<file path="src/rtl/seg_display_arbiter.sv">
// Round-robin owner of the shared 4-digit 7-segment display, with a minimum dwell time
// and an owner lock. The grant and the display value are both registered.
module seg_display_arbiter #(
  parameter int unsigned NREQ         = 4,
  parameter int unsigned DWELL_CYCLES = 50000000,
  parameter logic [15:0] BLANK_VAL    = 16'h0000,
  localparam int unsigned OW          = (NREQ > 2) ? $clog2(NREQ) : 1,
  localparam int unsigned DW          = (DWELL_CYCLES > 1) ? $clog2(DWELL_CYCLES + 1) : 1
) (
  input  logic                 clk,
  input  logic                 rst,
  input  logic [NREQ-1:0]      req,
  input  logic [16*NREQ-1:0]   req_data,
  input  logic                 lock,
  output logic [NREQ-1:0]      grant,
  output logic [OW-1:0]        owner,
  output logic [15:0]          disp_num,
  output logic                 disp_valid
);

  typedef enum logic {IDLE, OWN} state_t;

  localparam logic [DW-1:0] DWELL_MAX = DW'(DWELL_CYCLES - 1);

  state_t          state, state_n;
  logic [OW-1:0]   owner_n, other_idx, cand;
  logic            other_found;
  logic [DW-1:0]   dwell, dwell_n;
  logic [NREQ-1:0] grant_n;

  // Search runs from the farthest candidate down to owner+1, so the nearest
  // requester after the owner is the last one written and wins.
  always_comb begin
    other_found = 1'b0;
    other_idx   = owner;
    cand        = owner;
    for (int unsigned k = NREQ - 1; k >= 1; k--) begin
      cand = OW'((32'(owner) + k) % NREQ);
      if (req[cand]) begin
        other_found = 1'b1;
        other_idx   = cand;
      end
    end
  end

  always_comb begin
    state_n = state;
    owner_n = owner;
    dwell_n = dwell;
    case (state)
      IDLE: begin
        if (|req) begin
          state_n = OWN;
          dwell_n = '0;
          owner_n = other_found ? other_idx : owner;
        end
      end
      OWN: begin
        if (!req[owner]) begin
          dwell_n = '0;
          if (other_found) owner_n = other_idx;
          else             state_n = IDLE;
        end else if (dwell == DWELL_MAX && !lock && other_found) begin
          owner_n = other_idx;
          dwell_n = '0;
        end else if (dwell != DWELL_MAX) begin
          dwell_n = dwell + DW'(1);
        end
      end
      default: begin
        state_n = IDLE;
        dwell_n = '0;
      end
    endcase
  end

  always_comb begin
    grant_n          = '0;
    grant_n[owner_n] = (state_n == OWN);
  end

  always_ff @(posedge clk or posedge rst) begin
    if (rst) begin
      state <= IDLE;
      owner <= OW'(NREQ - 1);
      dwell <= '0;
    end else begin
      state <= state_n;
      owner <= owner_n;
      dwell <= dwell_n;
    end
  end

  // Outputs are loaded from the post-edge owner, so the new owner's data appears on the same edge as its grant.
  always_ff @(posedge clk or posedge rst) begin
    if (rst) begin
      grant      <= '0;
      disp_num   <= BLANK_VAL;
      disp_valid <= 1'b0;
    end else begin
      grant      <= grant_n;
      disp_valid <= (state_n == OWN);
      disp_num   <= (state_n == OWN) ? req_data[16*owner_n +: 16] : BLANK_VAL;
    end
  end

endmodule

</file>
<file path="config.mk">
export PLATFORM = sky130hd
export DESIGN_NAME = seg_display_arbiter
export DESIGN_NICKNAME = d
export VERILOG_FILES = /design/src/rtl/seg_display_arbiter.sv
export SDC_FILE = /design/constraint.sdc
export NUM_CORES = 1
export LEC_CHECK = 0
export ABC_CLOCK_PERIOD_IN_PS = 3800
export CAP_MARGIN = 25
export CORE_UTILIZATION = 54
export CTS_CLUSTER_SIZE = 8
export DETAILED_ROUTE_END_ITERATION = 7
export GPL_TIMING_DRIVEN = 0
export PLACE_DENSITY = 0.87
export SETUP_SLACK_MARGIN = 0.2
export SLEW_MARGIN = 0
export SYNTH_ARGS = -nofsm -noshare
export SYNTH_HDL_FRONTEND = slang
export SYNTH_SLANG_ARGS = --single-unit
export TNS_END_PERCENT = 20
</file>
<file path="constraint.sdc">
create_clock -name clk -period 3.8 [get_ports clk]
set_input_delay 0.57 -clock clk [delete_from_list [all_inputs] [get_ports clk]]
set_output_delay 0.57 -clock clk [all_outputs]
set_load 0.005 [all_outputs]
</file>
Yosys cells after proc, flatten, opt, wreduce, memory -nomap -nowiden
Cells that the tools add are included.
Storage, ports and cells
  register bits: 49
  input port bits: 71
  output and inout bits: 23
  logic and storage cells: 59
Cells by class
  $add $sub $neg: 4
  magnitude comparators: 6
  equality and inequality tests: 4
  shifts and indexed selects: 1
  multiplexer cells: 31
  bitwise gates (word level): 2
  reductions and logical operators: 6
Operators with widths (count)
  2-to-1 mux 26 bit: 4
  indexed part select 64 x 7 -> 16 bit: 1
  case mux 26 bit (2 select lines): 1
  adder 26 x 1 -> 26 bit (second input constant): 1
  == test 26 bit (second input constant): 1
  != test 26 bit (second input constant): 1
  2-to-1 mux 16 bit: 1
  less-than comparator 2 x 3 -> 1 bit (second input constant): 5
  2-to-1 mux 2 bit: 7
  2-to-1 mux 1 bit: 11
  binary-select mux 1 bit (select 2 bit): 4
  adder 2 bit (second input constant): 2
  bitwise AND 4 bit: 1
  != test 4 x 2 -> 1 bit (second input constant): 1
  case mux 2 bit (2 select lines): 1
  OR reduction 4 bit: 1
  logical AND 1 bit: 3
  adder 2 x 1 -> 2 bit (second input constant): 1
  demux 1 bit (select 2 bit): 1
  greater-or-equal comparator 2 x 1 -> 1 bit (second input constant): 1
  != test 2 bit (second input constant): 1
  case mux 1 bit (2 select lines): 1
  AND reduction 2 bit: 1
  logical NOT 1 bit: 1
  NOT 1 bit: 1

Longest topological paths before layout
Gate-level depths: netlist of the first run.
  word-level depth: 15
  mapped depth: 9
  gate-level depth less buffers: 8

Worst setup path before layout of the first run
No wires, ideal clock.
  path type: reg-to-reg
  start point: register owner[0]
  end point: register dwell[24]
  setup time: 0.121 ns
  data arrival time: 2.455 ns
  required time: 3.679 ns
  slack: 1.224 ns
  stages on the path, launching flop included: 9
  buffers on the path: 2
  period minus slack after synthesis: 2.576 ns
  cell sequence: dfstp_2 > buf_4 > or4b_1 > a2bb2oi_1 > a2111oi_2 > or2_1 > buf_4 > nor2_1 > a22o_1
On the way
  word-level cells in the longest chain between the ends: 10
  elaborated cells between the ends (all ways): 20
  those cells by class: 3 x add/sub; 1 x eq/ne; 14 x mux; 2 x reduce/logical
Ends and longest elaborated chain
  start, declared: line 16  | output logic [OW-1:0] owner,
  start signal, assigned: line 85  | owner <= OW'(NREQ - 1);
  start signal, assigned: line 89  | owner <= owner_n;
  adder 2 bit: line 38  | cand = OW'((32'(owner) + k) % NREQ);
  binary-select mux 1 bit (select 2 bit): line 39  | if (req[cand]) begin
  2-to-1 mux 1 bit (implied by the code): line 39
  2-to-1 mux 1 bit (3 in a row): line 39
  logical AND 1 bit: line 63  | end else if (dwell == DWELL_MAX && !lock && other_found) begin
  2-to-1 mux 26 bit: line 63
  2-to-1 mux 26 bit: line 59  | if (!req[owner]) begin
  case mux 26 bit (2 select lines): line 50  | case (state)
  end signal, assigned: line 90  | dwell <= dwell_n;
  end, declared: line 28  | logic [DW-1:0] dwell, dwell_n;
Parallel ways exist; a longest one is shown, timed or not. The select of a mux whose other input is x is not followed.
A chain may end at the register's enable or synchronous reset.

Worst setup path after layout of the first run
  start point: input port req[0]
  end point: register dwell[18]
On the way
  word-level cells in the longest chain between the ends: 9
  elaborated cells between the ends (all ways): 19
  those cells by class: 2 x eq/ne; 14 x mux; 3 x reduce/logical
Ends and longest elaborated chain
  start, declared: line 12  | input logic [NREQ-1:0] req,
  binary-select mux 1 bit (select 2 bit): line 39
  2-to-1 mux 1 bit (implied by the code): line 39
  2-to-1 mux 1 bit (3 in a row): line 39
  logical AND 1 bit: line 63
  2-to-1 mux 26 bit: line 63
  2-to-1 mux 26 bit: line 59
  case mux 26 bit (2 select lines): line 50
Parallel ways exist; a longest one is shown, timed or not. The select of a mux whose other input is x is not followed.

==> results of run 1 <==
[logic make-up (layout without fill, tap and decap cells)]
family | count (synthesis) | in the layout | synth area share (%)
compound gates | 59 | 59 | 12.5
xor+xnor | 11 | 11 | 2.65
fa+ha+maj | 1 | 1 | 0.344
buf+inv | 28 | 130 | 3.68
flops | 49 | 49 | 33.8
mux | 100 | 100 | 29.0
simple gates | 121 | 121 | 18.1
[layer usage]
metal  global-route usage (%)  wire (microns)  vias up
li1                         -               -     1592
met1                     34.3            3950     1649
met2                     51.9            5020      151
met3                     2.87             488       26
met4                     9.40             299        0
met5                        0               0        -
[sequential cells by signal (all words and copies together), names as in the netlist]
register / flops
disp_num: 16
dwell: 26
grant: 4
disp_valid: 1
owner: 2
[cells in the final DEF, fill, tap and decap left out, types with 2 or more instances in the layout]
cell	netlist	routed
or4_1	2	2
nor4b_1	4	4
and3_1	9	9
o31ai_1	3	3
o22ai_2	10	10
o2bb2ai_1	3	3
nand3_1	15	15
a31oi_1	2	2
mux2_2	32	32
dfstp_2	2	2
nor2_1	25	25
xnor2_1	8	8
o22ai_1	7	7
dfrtp_1	47	47
or3_1	4	4
and4_1	2	2
buf_4	3	3
a22o_1	4	4
nand2b_1	5	5
clkdlybuf4s50_1	0	93
nor4_1	8	8
nand4_1	5	5
mux2i_1	67	67
inv_1	9	8
a21o_1	4	4
nand2_1	18	18
clkbuf_8	0	6
a21oi_1	8	8
and2_1	3	3
nor3_1	13	13
buf_2	8	8
clkbuf_1	7	7
xor2_1	3	3
o21ai_0	12	12
[final timing paths]
check	startpoint	end
min in group asynchronous	rst	dwell[16]$_DFFE_PP0P_
worst min-delay path	dwell[25]$_DFFE_PP0P_	dwell[25]$_DFFE_PP0P_
worst min register to register	dwell[25]$_DFFE_PP0P_	dwell[25]$_DFFE_PP0P_
worst max register to register	dwell[0]$_DFFE_PP0P_	dwell[13]$_DFFE_PP0P_
max in group asynchronous	rst	owner[1]$_DFF_PP1_
worst max-delay path	req[0]	dwell[18]$_DFFE_PP0P_
[power by group]
part | switching, uW | internal [uW]
Clock | 181 | 148
Sequential | 51.6 | 661
Combinational | 876 | 946
[through the flow]
| stage | std cells | total power (uW) | setup WS, ns | cell area, sq um |
|---|---|---|---|---|
| 2_1_floorplan | 369 | 1950 | 1.22 | 3640 |
| 3_3_place_gp | 539 | 2480 | 0.318 | 4670 |
| 3_5_place_dp | 540 | 2540 | 0.270 | 4690 |
| 4_1_cts | 548 | 2870 | 0.577 | 4780 |
| 5_1_grt | 548 | 3030 | 0.410 | 4780 |
| 6_report | 548 | 2860 | 0.569 | 4780 |
[final cells by class]
cell class	instances	area, sq um
repair buffers	94	951
plain buffers	19	100
well taps	77	96.3
clock buffers	6	82.6
flip-flops and latches	49	1230
fillers	472	1640
clock inverters	2	13.8
multi-input cells	292	2280
inverters	9	33.8
==> results by group, run 1 <==
Pwr
  – VDD IR max: ~0.36 mV
  – PD cells: approximately 600 mW/mm^2
  – Pleak: 0.00213 uW

Synth
  – Mapped cell area: 0.00364 sq mm
  – Number of synthesized register bits: 49
  – Post-synth top area share: about a third
  – Commonest cells post-synth: mux2i_1 (67), dfrtp_1 (47), mux2_2 (32)
  – Syn Nets: 441
  – Post-synthesis cell type count: between 40 and 50
  – Dominant cells by area after synthesis: dfrtp_1 (32%), mux2i_1 (18%), mux2_2 (9.9%), o22ai_2 (3.4%), nor2_1 (2.6%)
  – Cell count after synthesis: roughly 370
  – FFs w/ async S/R, synth: 100%
  – Cell type with the largest total area after synthesis: dfrtp_1
  – Yosys warnings: 0
  – Ys flop type: dfrtp_1
  – Sequential element share of the synthesized area: between 30 and 40%
  – Mapped Avg Cell Area: 9.86 sq um
  – Post-synth EDFFs: 0
  – Count leader, synth: mux2i_1

Placed design
  – Port Buf Inserts: a little over 90
  – RD Place Congestion: a little under 0.9
  – DP HPWL: ~7600 microns

GRT
  – Pin count of the biggest net entering global routing: 32
  – Vias in the first global route: between 3,000 and 4,000
  – Total grt overflow: 0
  – First-pass GRT wire length: about 16,000 microns
  – Initial antenna violation count: 0
  – GRT Util Overall: roughly 28%

CTS
  – Clock sink count: a little under 50
  – CTS resizes: 0
  – H-Tree Depth: 2
  – CTS tree: done
  – Worst-path clk slew: ~0.09 ns
  – Worst-skew pair later-pin latency: just over 0.3 ns
  – Num CTS Buffers: 5
  – CTS hold repair buffers: 0
  – Worst-case clock buffer depth: 2
  – # Post-CTS Setup Buffers: 0
  – CTS root buf: clkbuf_8

Critical path
  – Crit path DAT: between 3 and 4 ns
  – CP Depth: 8
  – Worst path required time: 3.99 ns
  – Reg-to-reg setup timing slack: about 0.80 ns
  – CP peak stage delay: 0.91 ns
  – Crit path capture type: flip-flop
  – Critical Path Fanout Max: 9
  – Highest-delay cell along the critical path: a2111oi_2
  – Critical path type: input pin to flip-flop
  – CP cell instances: clkdlybuf4s50_1 -> or4b_1 -> a2bb2oi_1 -> a2111oi_2 -> or2_1 -> buf_4 -> nor2_1 -> a22o_1
  – Crit path buffers/inverters: 2
  – Delay-heaviest family, CP: compound AO/OA/AOI/OAI gates
  – Critical path startpoint category: input pin
  – Worst R2R Path Depth: 8

Floorplan
  – Die width: 84.1 microns
  – Die span in y: 84.1 microns
  – Num rows: 29
  – Total die area: about 0.0071 sq mm
  – Top Ports: 94
  – Core Area: roughly 0.0064 sq mm
  – Starting density of the core: 56.7%

Drt
  – Routed via count: around 3,400
  – Drt first-iter violations: 245
  – Post-DRT Antenna Nets: 0
  – Routed len/inst: around 18 microns
  – 1st-pass router iterations: 8
  – Final WL: around 9800 microns
  – Residual DRC: 2
  – Vias/cell: between 6 and 7

Timing
  – Fin Hold WS: just over 0.5 ns
  – Final Max Tran Viols: 0
  – Least-Margin Pin Slew: roughly 1.1 ns
  – Setup TNS: 0 ns
  – Post-route minimum period: 3.23 ns
  – Hold Vio Cnt, Final: 0
  – Final worst-path cycle share: between 80% and 90%
  – Fmax: 310 MHz
  – Final setup viols: 0
  – Final Skew: 0.0145 ns
  – Rel. slew slack: about 29%
  – RSZ-0062 raised after global routing: false

Run status
  – Failing checks: DRC
  – Status: complete, but fails checks

Job
  – Max-capacitance violation count: 0

Hold path
  – Hold Crit Class: flip-flop to flip-flop
  – Hold depth: 1

Final layout
  – Layout cells sized above 1: between 10% and 20%
  – Final nets: between 500 and 600
  – Fin util: about three quarters
  – Ant diodes: 0
  – Area grow syn2layout: 31.4%
(Power assumes the default switching activity.)
==> run 2: changes to the inputs <==
--- a/config.mk
+++ b/config.mk
@@ -11,7 +11,7 @@
 export CTS_CLUSTER_SIZE = 8
 export DETAILED_ROUTE_END_ITERATION = 7
 export GPL_TIMING_DRIVEN = 0
-export PLACE_DENSITY = 0.87
+export PLACE_DENSITY = 0.94
 export SETUP_SLACK_MARGIN = 0.2
 export SLEW_MARGIN = 0
 export SYNTH_ARGS = -nofsm -noshare
==> constraint.sdc (replaced) <==
create_clock -name clk -period 3.8 [get_ports clk]
set_input_delay 0.95 -clock clk [delete_from_list [all_inputs] [get_ports clk]]
set_output_delay 0.95 -clock clk [all_outputs]
set_load 0.005 [all_outputs]
==> run 2 against run 1 <==
The run still ends with DRC left. Power increased by 2.0%. Utilization increased by 0.53 points. Critical path depth increased by 1. Die area unchanged. Cell area increased by 0.71%. Final cell count unchanged. Combinational power increased by 3%. Register-to-register slack improved by 0.08 ns. Flip-flop and latch count unchanged. Sequential share of layout area decreased by 0.18 points. Hold slack got worse by 0.0024 ns. Critical endpoint is now disp_num[11]$_DFF_PP0_.
==> results by group, run 2 (synthesis gave the netlist of run 1 again) <==
Run status
  – Status: complete, but fails checks
  – Failing checks: DRC

Critical path
  – Worst R2R Path Depth: 9
  – Critical path startpoint category: input pin
  – Delay-heaviest family, CP: simple AND/OR/NAND/NOR gates
  – Crit path capture type: flip-flop
  – Worst path required time: a little over 4 ns
  – CP Depth: 9
  – Critical Path Fanout Max: 10
  – Worst R2R Start: dwell[0]$_DFFE_PP0P_
  – CP peak stage delay: 0.64 ns
  – Highest-delay cell along the critical path: clkdlybuf4s50_1
  – Reg-to-reg setup timing slack: approximately 0.88 ns
  – Critical path type: input pin to flip-flop
  – R2R Path End: disp_num[11]$_DFF_PP0_
  – Crit path buffers/inverters: 3
  – Crit path DAT: about 3.8 ns
  – CP cell instances: clkdlybuf4s50_1 -> or4b_1 -> a2bb2oi_1 -> or4b_4 -> a22o_1 -> or3_1 -> buf_2 -> buf_6 -> o22ai_2

Final layout
  – Regs by FF count: dwell (26), disp_num (16), grant (4)
  – Ant diodes: 0
  – Area of the multi-input gates: between 0.002 and 0.0025 sq mm
  – Most common cell after layout, fill and taps aside: clkdlybuf4s50_1
  – Largest reg by FF count: dwell
  – Final nets: between 500 and 600
  – Sequential Area: between 0.001 and 0.0015 sq mm
  – Number of flip-flops in the largest register: 26
  – Most frequent cells in the layout: clkdlybuf4s50_1 (93), mux2i_1 (67), dfrtp_1 (47)
  – Post-route cell area: slightly below 0.005 sq mm
  – Layout cells sized above 1: 16.1%
  – Filler cells: roughly 450
  – Fin util: about three quarters
  – Fin cells: roughly 550
  – Area grow syn2layout: 32.4%

CTS
  – H-Tree Depth: 2
  – Num CTS Buffers: 5
  – Worst-path clk slew: around 0.090 ns
  – CTS tree: done
  – Worst-case clock buffer depth: 2
  – # Post-CTS Setup Buffers: 0
  – Clock sink count: between 40 and 50
  – Worst-skew pair later-pin latency: ~0.32 ns
  – CTS root buf: clkbuf_8

Drt
  – Drt first-iter violations: 293
  – Post-DRT Antenna Nets: 0
  – Vias/cell: about 6.5
  – Routed len/inst: between 15 and 20 microns
  – Final WL: about 10,000 microns
  – 1st-pass router iterations: 8
  – Routed via count: ~3,500
  – Residual DRC: 11

Timing
  – Slack of the critical path: between 0.2 and 0.3 ns
  – Hold Vio Cnt, Final: 0
  – Final Max Tran Viols: 0
  – Fmax: 282 MHz
  – Least-Margin Pin Slew: ~0.83 ns
  – Rel. slew slack: between 40% and 50%
  – RSZ-0062 raised after global routing: true
  – Post-route minimum period: ~3.5 ns
  – Final worst-path cycle share: between 90% and 100%
  – Final Skew: between 0.01 and 0.015 ns
  – Final setup viols: 0

Job
  – Max-capacitance violation count: 0

Floorplan
  – Num rows: 29
  – Core Area: approximately 0.0064 sq mm
  – Starting density of the core: between 50 and 60%
  – Top Ports: 94
  – Die span in y: roughly 84 microns
  – Total die area: 0.00707 sq mm
  – Die width: roughly 84 microns

Pwr
  – Pleak: 0.00214 uW
  – PD cells: 607 mW/mm^2
  – VDD IR max: roughly 0.31 mV

Hold path
  – Hold Crit Class: flip-flop to flip-flop
  – Hold Crit Start: dwell[25]$_DFFE_PP0P_
  – Hold depth: 1
  – Hold Path End: dwell[25]$_DFFE_PP0P_

GRT
  – Vias in the first global route: ~3,600
  – GRT Util Overall: a little under a third
  – Pin count of the biggest net entering global routing: 28
  – First-pass GRT wire length: roughly 17,000 microns
  – Initial antenna violation count: 0
  – Total grt overflow: 0

Placed design
  – Pre-CTS WS: -0.118 ns
  – RD Place Congestion: between 0.9 and 1
  – Port Buf Inserts: 93
  – Post-Place Cells: 540
  – DP HPWL: approximately 7700 microns
  – Placed cell area: 0.00469 sq mm
==> run 2: cell counts in the layout (fill, tap and decap cells not counted) <==
No cell type changed its count.
==> run 2: worst max-delay path by stage <==
stage / start / end / slack (ns)
after floorplan: req[0] / dwell[24]$_DFFE_PP0P_ / 0.85
final: req[0] / disp_num[11]$_DFF_PP0_ / 0.25
after CTS: req[0] / disp_num[14]$_DFF_PP0_ / 0.26
after global routing: req[0] / disp_num[6]$_DFF_PP0_ / 0.14
after global placement: req[0] / dwell[18]$_DFFE_PP0P_ / -0.06
after detailed placement: req[0] / dwell[24]$_DFFE_PP0P_ / -0.12
==> run 2: layout make-up <==
| type | instances | share of cell area (%) |
|---|---|---|
| timing repair buffer | 94 | 19.7 |
| multi-input combinational | 292 | 47.9 |
| buffer | 19 | 2.10 |
| tap | 77 | 2.00 |
| clock inverter | 2 | 0.286 |
| inverter | 9 | 0.701 |
| sequential | 49 | 25.5 |
| clock buffer | 6 | 1.71 |
==> run 2: repair_timing <==
item	CTS	global route
hold buffers	0	0
setup endpoints to repair	3	31
resized for setup	1	5
hold endpoints to repair	0	0
==> run 2: power breakdown <==
group	total, uW	internal (uW)	switching, uW
Combinational	1880	953	923
Sequential	712	661	51.0
Clock	333	148	185
Total	2920	1760	1160
==> run 2: routing by layer <==
metal / vias to the layer above / wire length (microns) / share of wire (%) / global-route usage, %
li1: 1589 / - / - / -
met1: 1679 / 4070 / 39 / 35.3
met2: 214 / 5250 / 50 / 53.4
met3: 59 / 611 / 5.8 / 4.25
met4: 0 / 516 / 4.9 / 18.0
met5: - / 0 / 0 / 0
==> run 2: worst register-to-register path: cells and delay by family (launching register included) <==
family	cells	cell delay, ns
flops	1	0.41
fa+ha+maj	1	0.26
compound gates	2	0.38
buf+inv	2	0.37
simple gates	4	1.41
==> run 2: stage by stage <==
stage	setup TNS, ns	hold slack, ns	power [uW]
6_report	0	0.512	2920
5_1_grt	0	0.536	3070
4_1_cts	0	0.510	2900
3_5_place_dp	-0.800	0.490	2550
3_3_place_gp	-0.183	0.479	2460
2_1_floorplan	0	0.461	1950
